$ cat src/rtl/bbpll_dfe_pkg.sv
// ============================================================================
// Module      : bbpll_dfe_pkg
// Description : Shared widths, reset constants and LFSR helper for the
//               bang-bang PLL digital front end.
// Revision    : 1.0 - initial release
// ============================================================================
`default_nettype none

package bbpll_dfe_pkg;

  localparam int CODE_W  = 8;
  localparam int FRAC_W  = 8;
  localparam int INTEG_W = CODE_W + FRAC_W;
  localparam int LFSR_W  = 16;

  typedef logic [CODE_W-1:0]  code_t;
  typedef logic [INTEG_W-1:0] integ_t;
  typedef logic [LFSR_W-1:0]  lfsr_t;

  // 127.0 in 8.8 fixed point
  localparam integ_t INTEG_RESET = 16'h7F00;
  // 254 + 255/256, the largest value the integrator may hold
  localparam integ_t INTEG_MAX   = 16'hFEFF;
  localparam code_t  CODE_MAX    = 8'd254;

  localparam lfsr_t LFSR_SEED = 16'hACE1;
  // Taps 16,14,13,11 of a right-shifting Fibonacci register map to bits 0,2,3,5
  localparam lfsr_t LFSR_TAPS = 16'h002D;

  // One shift of the Fibonacci LFSR: feedback enters at the MSB
  function automatic lfsr_t lfsr_next(input lfsr_t state);
    logic fb;
    fb = ^(state & LFSR_TAPS);
    return {fb, state[LFSR_W-1:1]};
  endfunction

endpackage

`default_nettype wire

$ cat src/rtl/bbpll_dfe_lfsr.sv
// ============================================================================
// Module      : bbpll_dfe_lfsr
// Description : 16-bit Fibonacci pseudo-random generator used for DCO dither.
// Revision    : 1.0 - initial release
// ============================================================================
`default_nettype none

module bbpll_dfe_lfsr
  import bbpll_dfe_pkg::*;
#(
  parameter lfsr_t SEED = LFSR_SEED
) (
  input  logic  clk,
  input  logic  rst,
  input  logic  enable,
  output lfsr_t state
);

  // Advance one step per enabled cycle; reset reloads the seed
  always_ff @(posedge clk or posedge rst) begin
    if (rst) begin
      state <= SEED;
    end else if (enable) begin
      state <= lfsr_next(state);
    end
  end

endmodule

`default_nettype wire

$ cat src/rtl/bbpll_dfe.sv
// ============================================================================
// Module      : bbpll_dfe
// Description : Bang-bang PLL digital front end. Samples the DCO clock on the
//               reference edge, runs a PI loop filter with frequency/phase
//               acquisition, thermometer-encodes the code into active-low
//               DCO row/column selects with a dither bit and flags lock.
//               Optional macro BBPLL_DFE_PRND_EN adds the LFSR dither source.
// Revision    : 1.0 - initial release
// ============================================================================
`default_nettype none

module bbpll_dfe
  import bbpll_dfe_pkg::*;
#(
  parameter int NUM_DCO_MATRIX_COLUMNS = 15,
  parameter int NUM_DCO_MATRIX_ROWS    = 17
) (
  input  logic                              referenceClock,
  input  logic                              reset,
  input  logic                              outputClock,
  input  logic                              freqAcqEnable,
  input  logic                              phaseAcqEnable,
  input  logic                              prndGeneratorEnable,
  input  logic                              prndDitheringEnable,
  input  logic                              dcoCtrlCodeOverride,
  input  logic [NUM_DCO_MATRIX_COLUMNS-2:0] dcoColSelectOverride,
  input  logic [NUM_DCO_MATRIX_ROWS-2:0]    dcoRowSelectOverride,
  input  logic [3:0]                        divisor,
  input  logic [6:0]                        integralConstant,
  input  logic [6:0]                        proportionalConstant,
  input  logic [8:0]                        lockThreshold,
  input  logic                              ldDivideEnable,
  output logic                              locked,
  output logic [NUM_DCO_MATRIX_ROWS-2:0]    dcoRowSelect,
  output logic [NUM_DCO_MATRIX_COLUMNS-2:0] dcoColumnSelect,
  output logic                              dcoDither
);

  localparam int COL_W = NUM_DCO_MATRIX_COLUMNS - 1;
  localparam int ROW_W = NUM_DCO_MATRIX_ROWS - 1;

  // ---------------------------------------------------------------- detector
  // pd_sample = 1 means the DCO edge came early (error -1), 0 means late (+1)
  logic pd_sample;

  // Bang-bang phase detector: DCO clock captured as data on every reference edge
  always_ff @(posedge referenceClock or posedge reset) begin
    if (reset) begin
      pd_sample <= 1'b0;
    end else begin
      pd_sample <= outputClock;
    end
  end

  // -------------------------------------------------------------- decimation
  logic [3:0] dec_cnt;
  logic [3:0] div_last;
  logic [3:0] div_eff;
  logic       div_changed;
  logic       update;

  assign div_eff     = (divisor == 4'd0) ? 4'd1 : divisor;
  assign div_changed = (divisor != div_last);
  // A divisor change restarts the count and skips the strobe for that cycle
  assign update      = !div_changed && (dec_cnt >= (div_eff - 4'd1));

  // Loop update strobe generator, one strobe every div_eff reference cycles
  always_ff @(posedge referenceClock or posedge reset) begin
    if (reset) begin
      dec_cnt  <= 4'd0;
      div_last <= 4'd1;
    end else begin
      div_last <= divisor;
      if (div_changed || update) begin
        dec_cnt <= 4'd0;
      end else begin
        dec_cnt <= dec_cnt + 4'd1;
      end
    end
  end

  // -------------------------------------------------------------- integrator
  integ_t      integ;
  integ_t      integ_next;
  logic [10:0] integ_step;
  logic [16:0] integ_up;
  logic        integ_run;

  // Fast integral gain during frequency acquisition, until lock is declared
  assign integ_step = (freqAcqEnable && !locked) ? {integralConstant, 4'b0000}
                                                 : {4'b0000, integralConstant};
  assign integ_up   = {1'b0, integ} + {6'b0, integ_step};
  assign integ_run  = update && !dcoCtrlCodeOverride
                      && (freqAcqEnable || phaseAcqEnable);

  // Saturating add/subtract of one integral step in the direction of the error
  always_comb begin
    integ_next = integ;
    if (pd_sample) begin
      if (integ < {5'b0, integ_step}) begin
        integ_next = '0;
      end else begin
        integ_next = integ - {5'b0, integ_step};
      end
    end else begin
      if (integ_up > {1'b0, INTEG_MAX}) begin
        integ_next = INTEG_MAX;
      end else begin
        integ_next = integ_up[15:0];
      end
    end
  end

  // Integrator register, held while overridden or with both loops disabled
  always_ff @(posedge referenceClock or posedge reset) begin
    if (reset) begin
      integ <= INTEG_RESET;
    end else if (integ_run) begin
      integ <= integ_next;
    end
  end

  // ------------------------------------------------------------ proportional
  // Proportional term in 8.8 units: constant has 1/16 LSB, so scale by 16
  logic [11:0] prop_term;
  logic [11:0] prop_mag;
  logic [17:0] prop_ext;

  assign prop_mag = {1'b0, proportionalConstant, 4'b0000};
  assign prop_ext = {{6{prop_term[11]}}, prop_term};

  // Proportional term captured alongside the integrator on each loop update
  always_ff @(posedge referenceClock or posedge reset) begin
    if (reset) begin
      prop_term <= 12'd0;
    end else if (update && !dcoCtrlCodeOverride) begin
      if (!phaseAcqEnable) begin
        prop_term <= 12'd0;
      end else if (pd_sample) begin
        prop_term <= 12'd0 - prop_mag;
      end else begin
        prop_term <= prop_mag;
      end
    end
  end

  // ------------------------------------------------------------------ code
  logic [17:0] code_sum;
  code_t       code;

  assign code_sum = {2'b00, integ} + prop_ext;

  // Floor of integ + p, clamped to [0, CODE_MAX]; negative sums show bit 17
  always_comb begin
    code = code_sum[15:8];
    if (code_sum[17]) begin
      code = '0;
    end else if (code_sum[16:8] > {1'b0, CODE_MAX}) begin
      code = CODE_MAX;
    end
  end

  // --------------------------------------------------------------- encoder
  code_t            rows_q;
  code_t            rows_on;
  code_t            cols_raw;
  code_t            cols_on;
  logic [ROW_W-1:0] row_therm;
  logic [COL_W-1:0] col_therm;

  // Split the code into fully-on rows plus partial columns, then thermometer
  always_comb begin
    rows_q   = code / 8'(NUM_DCO_MATRIX_COLUMNS);
    rows_on  = (rows_q > 8'(ROW_W)) ? 8'(ROW_W) : rows_q;
    cols_raw = code - rows_on * 8'(NUM_DCO_MATRIX_COLUMNS);
    cols_on  = (cols_raw > 8'(COL_W)) ? 8'(COL_W) : cols_raw;
    row_therm = '1;
    col_therm = '1;
    for (int i = 0; i < ROW_W; i++) begin
      row_therm[i] = (8'(i) >= rows_on);
    end
    for (int j = 0; j < COL_W; j++) begin
      col_therm[j] = (8'(j) >= cols_on);
    end
  end

  // ---------------------------------------------------------------- dither
  logic dither_src;

`ifdef BBPLL_DFE_PRND_EN
  lfsr_t lfsr_state;
  logic  unused_lfsr;

  bbpll_dfe_lfsr #(
    .SEED (LFSR_SEED)
  ) u_lfsr (
    .clk    (referenceClock),
    .rst    (reset),
    .enable (prndGeneratorEnable),
    .state  (lfsr_state)
  );

  assign dither_src  = prndDitheringEnable ? lfsr_state[0] : integ[FRAC_W-1];
  assign unused_lfsr = ^lfsr_state[LFSR_W-1:1];
`else
  logic unused_prnd;

  // Without the generator the dither is the integrator's half-LSB bit
  assign dither_src  = integ[FRAC_W-1];
  assign unused_prnd = prndGeneratorEnable ^ prndDitheringEnable;
`endif

  // ---------------------------------------------------------- lock detector
  logic [9:0]  lock_cnt;
  logic        last_sample;
  logic [12:0] lock_thr;

  assign lock_thr = ldDivideEnable ? {lockThreshold, 4'b0000}
                                   : {4'b0000, lockThreshold};

  // Count consecutive updates whose error flips sign; a repeat clears it
  always_ff @(posedge referenceClock or posedge reset) begin
    if (reset) begin
      lock_cnt    <= 10'd0;
      last_sample <= 1'b0;
    end else if (dcoCtrlCodeOverride) begin
      lock_cnt <= 10'd0;
    end else if (update) begin
      last_sample <= pd_sample;
      if (pd_sample != last_sample) begin
        if (lock_cnt != 10'h3FF) begin
          lock_cnt <= lock_cnt + 10'd1;
        end
      end else begin
        lock_cnt <= 10'd0;
      end
    end
  end

  // Registered lock flag, forced low while the loop is bypassed
  always_ff @(posedge referenceClock or posedge reset) begin
    if (reset) begin
      locked <= 1'b0;
    end else begin
      locked <= !dcoCtrlCodeOverride && ({3'b000, lock_cnt} >= lock_thr);
    end
  end

  // --------------------------------------------------------------- outputs
  logic unused_bits;
  assign unused_bits = ^code_sum[7:0];

  // Registered DCO controls: override vectors or encoded code, plus dither
  always_ff @(posedge referenceClock or posedge reset) begin
    if (reset) begin
      dcoRowSelect    <= '1;
      dcoColumnSelect <= '1;
      dcoDither       <= 1'b0;
    end else begin
      if (dcoCtrlCodeOverride) begin
        dcoRowSelect    <= dcoRowSelectOverride;
        dcoColumnSelect <= dcoColSelectOverride;
      end else begin
        dcoRowSelect    <= row_therm;
        dcoColumnSelect <= col_therm;
      end
      dcoDither <= dither_src;
    end
  end

endmodule

`default_nettype wire

$ cat config.mk
export PLATFORM = sky130hd
export DESIGN_NAME = bbpll_dfe
export DESIGN_NICKNAME = d
export VERILOG_FILES = /design/src/rtl/bbpll_dfe_pkg.sv /design/src/rtl/bbpll_dfe_lfsr.sv /design/src/rtl/bbpll_dfe.sv
export SDC_FILE = /design/constraint.sdc
export NUM_CORES = 1
export LEC_CHECK = 0
export BUFFER_PORTS_ARGS = -buffer_cell sky130_fd_sc_hd__buf_2
export CAP_MARGIN = 0
export CORE_MARGIN = 5
export CORE_UTILIZATION = 60
export CTS_CLUSTER_DIAMETER = 200
export DETAILED_ROUTE_END_ITERATION = 10
export PLACE_DENSITY = 0.87
export SLEW_MARGIN = 25
export SYNTH_ARGS = -nofsm -noshare
export SYNTH_HDL_FRONTEND = slang
export SYNTH_SLANG_ARGS = --single-unit
$ cat constraint.sdc
create_clock -name referenceClock -period 11.6 [get_ports referenceClock]
set_clock_uncertainty 0.15 [all_clocks]
set_input_delay 1.74 -clock referenceClock [delete_from_list [all_inputs] [get_ports referenceClock]]
set_output_delay 1.74 -clock referenceClock [all_outputs]
set_load 0.01 [all_outputs]
After elaboration in Yosys (flattened, before gate mapping):

Cells that the tools add are included.

* register bits after elaboration: 80
* output and inout bits: 32
* logic and storage cells: 96

* multiply operators: 1
* equality and inequality tests: 4
* reductions and logical operators: 14
* bitwise gates (word level): 1
* mux-type cells: 19
* order comparisons: 37
* $add $sub $neg: 8
* div/mod/pow operators: 1

Operator list (number)
* $ge A4 B8 Y1 const A: 14
* $ge A3 B8 Y1 const A: 8
* $mux W16: 4
* $mux W10: 4
* $ge A1 B8 Y1 const A: 4
* $ge A2 B8 Y1 const A: 4
* $mux W8: 4
* $mux W12: 2
* $add A17 B12 Y18: 1
* $add A16 B11 Y17: 1
* $gt A17 B16 Y1 const B: 1
* $lt A16 B11 Y1: 1
* $sub A16 B11 Y16: 1
* $mux W14: 1
* $ge A10 B13 Y1: 1
* $mux W13: 1
* $sub A1 B11 Y12 const A: 1
* $mux W11: 1
* $add A10 B1 Y10 const B: 1
* $ne A10 B10 Y1 const B: 1
* $gt A9 B8 Y1 const B: 1
* $div A8 B4 Y8 const B: 1
* $gt A8 B4 Y1 const B: 1
* $gt A8 B5 Y1 const B: 1
* other kinds (16): 25

Depth between registers and ports, before layout:

* word-level depth: 13
* depth in mapped cells: 48
* mapped depth without buffers: 45

Worst setup path before layout:

No wires, ideal clock.

* path type: register to register
* start point: reg integ[12]
* end point: reg dcoColumnSelect[6]
* stages on the path, launching flop included: 49
* path buffers: 4
* setup slack: 1.112 ns
* data arrival time: 10.275 ns
* period minus slack after synthesis: 10.488 ns
* path through: dfstp_2 > ha_1 > clkbuf_1 > a21oi_1 > o21ai_1 > or3_1 > o221a_2 > xnor2_1 > and2_1 > ha_1 > clkbuf_1 > inv_1 > nor2_1 > nor2_1 > nor3_1 > ha_1 > and3_1 > buf_2 > [... 13 more ...] > nor2_1 > inv_1 > fa_1 > inv_1 > ha_1 > fa_1 > inv_1 > ha_1 > inv_1 > nor2_1 > or4_1 > a21oi_1 > o311ai_0 > or3_1 > clkbuf_1 > nor3b_1 > o21ai_0 > nand2_1

* longest elaborated chain between the ends: 13

Ends and longest elaborated chain
* start: declaration: line bbpll_dfe.sv:83 `integ_t integ;`
* start signal: assignment: line bbpll_dfe.sv:119 `integ <= integ_next;`
* $add A17 B12 Y18 (*): line bbpll_dfe.sv:151 `assign code_sum = {2'b00, integ} + prop_ext;`
* $gt A9 B8 Y1: line bbpll_dfe.sv:158 `end else if (code_sum[16:8] > {1'b0, CODE_MAX}) begin`
* $mux W8: line bbpll_dfe.sv:158
* $mux W8 (*): line bbpll_dfe.sv:156 `if (code_sum[17]) begin`
* $div A8 B4 Y8: line bbpll_dfe.sv:173 `rows_q = code / 8'(NUM_DCO_MATRIX_COLUMNS);`
* $gt A8 B5 Y1: line bbpll_dfe.sv:174 `rows_on = (rows_q > 8'(ROW_W)) ? 8'(ROW_W) : rows_q;`
* $mux W8: line bbpll_dfe.sv:174
* $mul A8 B4 Y8: line bbpll_dfe.sv:175 `cols_raw = code - rows_on * 8'(NUM_DCO_MATRIX_COLUMNS);`
* $sub A8 B8 Y8 (*): line bbpll_dfe.sv:175
* $gt A8 B4 Y1: line bbpll_dfe.sv:176 `cols_on = (cols_raw > 8'(COL_W)) ? 8'(COL_W) : cols_raw;`
* $mux W8 (*): line bbpll_dfe.sv:176
* $ge A3 B8 Y1 (*): line bbpll_dfe.sv:183 `col_therm[j] = (8'(j) >= cols_on);`
* $mux W14 (*): line bbpll_dfe.sv:260 `if (dcoCtrlCodeOverride) begin`
* end signal: assignment: line bbpll_dfe.sv:262 `dcoColumnSelect <= dcoColSelectOverride;`
* end signal: assignment: line bbpll_dfe.sv:265 `dcoColumnSelect <= col_therm;`
* end: declaration: line bbpll_dfe.sv:35 `output logic [NUM_DCO_MATRIX_COLUMNS-2:0] dcoColumnSelect,`

Every way passes the cells marked *; elsewhere a longest branch is shown, timed or not.
A chain may end at the register's enable or synchronous reset.

Worst setup path after layout:

* start point: reg integ[7]
* end point: reg dcoColumnSelect[6]

The elaborated chain is that of the path after synthesis.

==> flow_summary_export.csv <==
group,metric,value,unit
routing,vias_per_cell,6.28,
yosys,avgSynthCellArea,8.33,sq um
setup_path,timing.rr.start,"integ[7]",
setup_path,end_kind,"flip-flop",
setup_path,startpoint_type,"flip-flop",
routing,wl_per_cell,17.3,microns
clock_network,cts_tree,"built",
final_layout,final_core_util,68.7,%
routing,wl,20300,microns
placed_design,dp.cells,1156,
grt,grt_pass1_vias,7003,
grt,grt_usage,27.0,%
routing,drtAntennaViolNets,0,
grt,grt_max_degree,77,
grt,grt_pass1_wl,33000,microns
timing,period_minus_slack,10.80,ns
timing,period_share,93.1,%
yosys,synthDistinctLibCells,78,
yosys,yosys_most_used_dff,"dfstp_2",
final_layout,fillers,1007,
placed_design,gp_congestion,0.940,
yosys,synth_fp_nets,1064,
setup_path,required,11.73,ns
clock_network,clkTransAtPathRegs,0.06,ns
yosys,synth.most_common_cell,"nand2_1",
timing,setup_viol,0,
setup_path,startpoint,"integ[7]",
yosys,yosysSeqAreaShare,25.7,%
run,cap_violations,0,
placed_design,dpl_cell_area,8240,sq um
power,powerDensity,348,nW/um^2
floorplanning,rows,41,
yosys,yosys.area.top_type,"dfstp_2",
setup_path,r2r_slack,0.80,ns
timing,drv_slew,0,
setup_path,worstPathMaxFanout,8,
routing,post-route-drc-count,0,
clock_network,cts_buffers,9,
floorplanning,core-area,12500,sq um
final_layout,drive_gt1_share,20.0,%
placed_design,io_buffer_count,95,
min_path,min_to,"dec_cnt[0]",
status,status,"finished, final reports clean",
yosys,synth_top_area_share,13.2,%
setup_path,rr_worst_depth,45,
setup_path,reg2reg_to,"dcoColumnSelect[6]",
setup_path,cp.arrival,10.93,ns
yosys,ys_top_cells_by_area,"dfstp_2 13%, ha_1 13%, dfrtp_1 13%",
yosys,synth-seq-cells,76,
setup_path,cpMaxStageDelayCell,"fa_1",
timing,fmax,92.6,MHz
setup_path,crit_path_frequent_cell,"inv_1",
yosys,synth_edf_count,0,
timing,tightest_slew,0.929,ns
floorplanning,die_w,122,microns
timing,slew_headroom,38.0,%
clock_network,cts_sinks,76,
final_layout,syn2layout_area_growth,13.5,%
min_path,hold_depth,1,
timing,hold_viol,0,
yosys,syn_area,7570,sq um
clock_network,clk_path_buf_depth,2,
placed_design,hpwlAfterDp,14800,microns
min_path,hold_start,"dec_cnt[0]",
power,leakagePower,4.11,nW
setup_path,max_stage_delay,0.50,ns
floorplanning,die_h,122,microns
final_layout,fin_cells,1174,
yosys,ys_async_sr_fraction,100,%
clock_network,clockRootBuffer,"clkbuf_16",
clock_network,clk_latency,0.34,ns
timing,setup_tns,0,ns
final_layout,finalInstanceArea,8590,sq um
yosys,synth_common_cells,"78 x nand2_1, 77 x ha_1, 77 x inv_1, 72 x o21ai_0, 58 x nor2_1",
floorplanning,io_pins,98,
grt,antenna_found_initial,1,
setup_path,crit_type,"reg2reg",
floorplanning,initial_core_util,60.5,%
routing,dr.pass1.iters,5,
clock_network,htree_levels,3,
grt,overflow,0,
timing,rsz0062_at_grt,"false",
routing,vias,7375,
final_layout,fin_nets,1151,
routing,drt_iter0_markers,776,
min_path,hp-class,"reg2reg",
floorplanning,die_area,15000,sq um
yosys,synth_warnings,0,
power,ir_drop,0.000408,V
yosys,syn_inst,909,
-- cell usage in the layout (no fill, tap or decap), drive strengths merged, types with 12 or more instances in the layout --
cell type and instances:
a21o 19, a21oi 55, and3 12, buf 109
clkbuf 12, dfrtp 38, dfstp 38, fa 12
ha 77, inv 76, mux2i 13, nand2 78
nand2b 23, nand3 22, nor2 58, nor3 17
o21ai 74, o31ai 18, or3 12, xnor2 22
xor2 14
-- layout make-up --
class	count	area [sq um]	area share [%]
clock inverter	4	55.1	0.641
clock buffer	12	268	3.12
multi-input combinational	722	5230	60.8
sequential	76	1950	22.7
timing repair buffer	109	584	6.80
antenna	1	2.50	0.0291
tap	172	215	2.50
inverter	78	294	3.42
-- per-layer routing --
metal  track usage [%]  part of all wire (%)  wire length (microns)  vias up
li1                  -                     -                      -     3485
met1              36.0                    42                   8570     3519
met2              45.0                    48                   9760      321
met3              3.50                   7.0                   1420       50
met4              9.94                   2.6                    530        0
met5                 0                     0                      0        -
-- repair_timing --
action | 4_1_cts | 5_1_grt
buffers inserted | 0 | 1
hold buffers | 0 | 0
endpoints found under the setup margin | 0 | 14
resized for setup | 0 | 7
-- stage by stage --
| step | total power, mW | setup slack, ns | hold WS, ns |
|---|---|---|---|
| 3_3_place_gp | 2.55 | 0.601 | 0.328 |
| 2_1_floorplan | 2.00 | 1.11 | 0.280 |
| 3_5_place_dp | 2.60 | 0.434 | 0.335 |
| 5_1_grt | 3.25 | 0.00767 | 0.390 |
| 4_1_cts | 2.94 | 0.302 | 0.362 |
| 6_report | 2.99 | 0.802 | 0.364 |
-- registers in the layout, summed over array words and instances, names as in the netlist --
signal / count
prop_term: 8
dec_cnt: 4
integ: 16
locked: 1
dcoDither: 1
dcoColumnSelect: 14
lock_cnt: 10
dcoRowSelect: 16
pd_sample: 1
div_last: 4
last_sample: 1
-- worst max-delay path by stage --
stage | endpoint
global route | dcoColumnSelect[6]
finish | dcoColumnSelect[6]
CTS | dcoColumnSelect[6]
detailed placement | dcoColumnSelect[6]
floorplan | dcoColumnSelect[6]
global placement | dcoColumnSelect[6]
-- power breakdown --
| group | switching (mW) | total, mW | leakage (nW) | internal (mW) |
|---|---|---|---|---|
| clock network | 0.122 | 0.309 | 0.154 | 0.187 |
| registers | 0.0268 | 0.366 | 0.881 | 0.339 |
| logic | 1.37 | 2.32 | 3.08 | 0.953 |
-- logic make-up (layout without fill, tap and decap cells) --
logic type               Yosys count  after routing  share of synthesized area, %
AO/OA/AOI/OAI                    295            295                          27.0
adder cells (fa/ha/maj)           90             90                          16.0
multiplexers                      23             23                          3.21
flip-flops                        76             76                          25.7
other                              0              1                             0
AND/OR/NAND/NOR                  278            278                          18.4
buffers and inverters            111            203                          5.52
XOR/XNOR                          36             36                          4.16
-- worst max-delay path, delay by kind of cell (launching register included) --
kind / cells / cell delay, ns
AND/OR/NAND/NOR: 17 / 3.56
buffers and inverters: 8 / 0.95
AO/OA/AOI/OAI: 12 / 3.05
adder cells (fa/ha/maj): 8 / 2.52
flip-flops: 1 / 0.48
(Power assumes the default switching activity.)
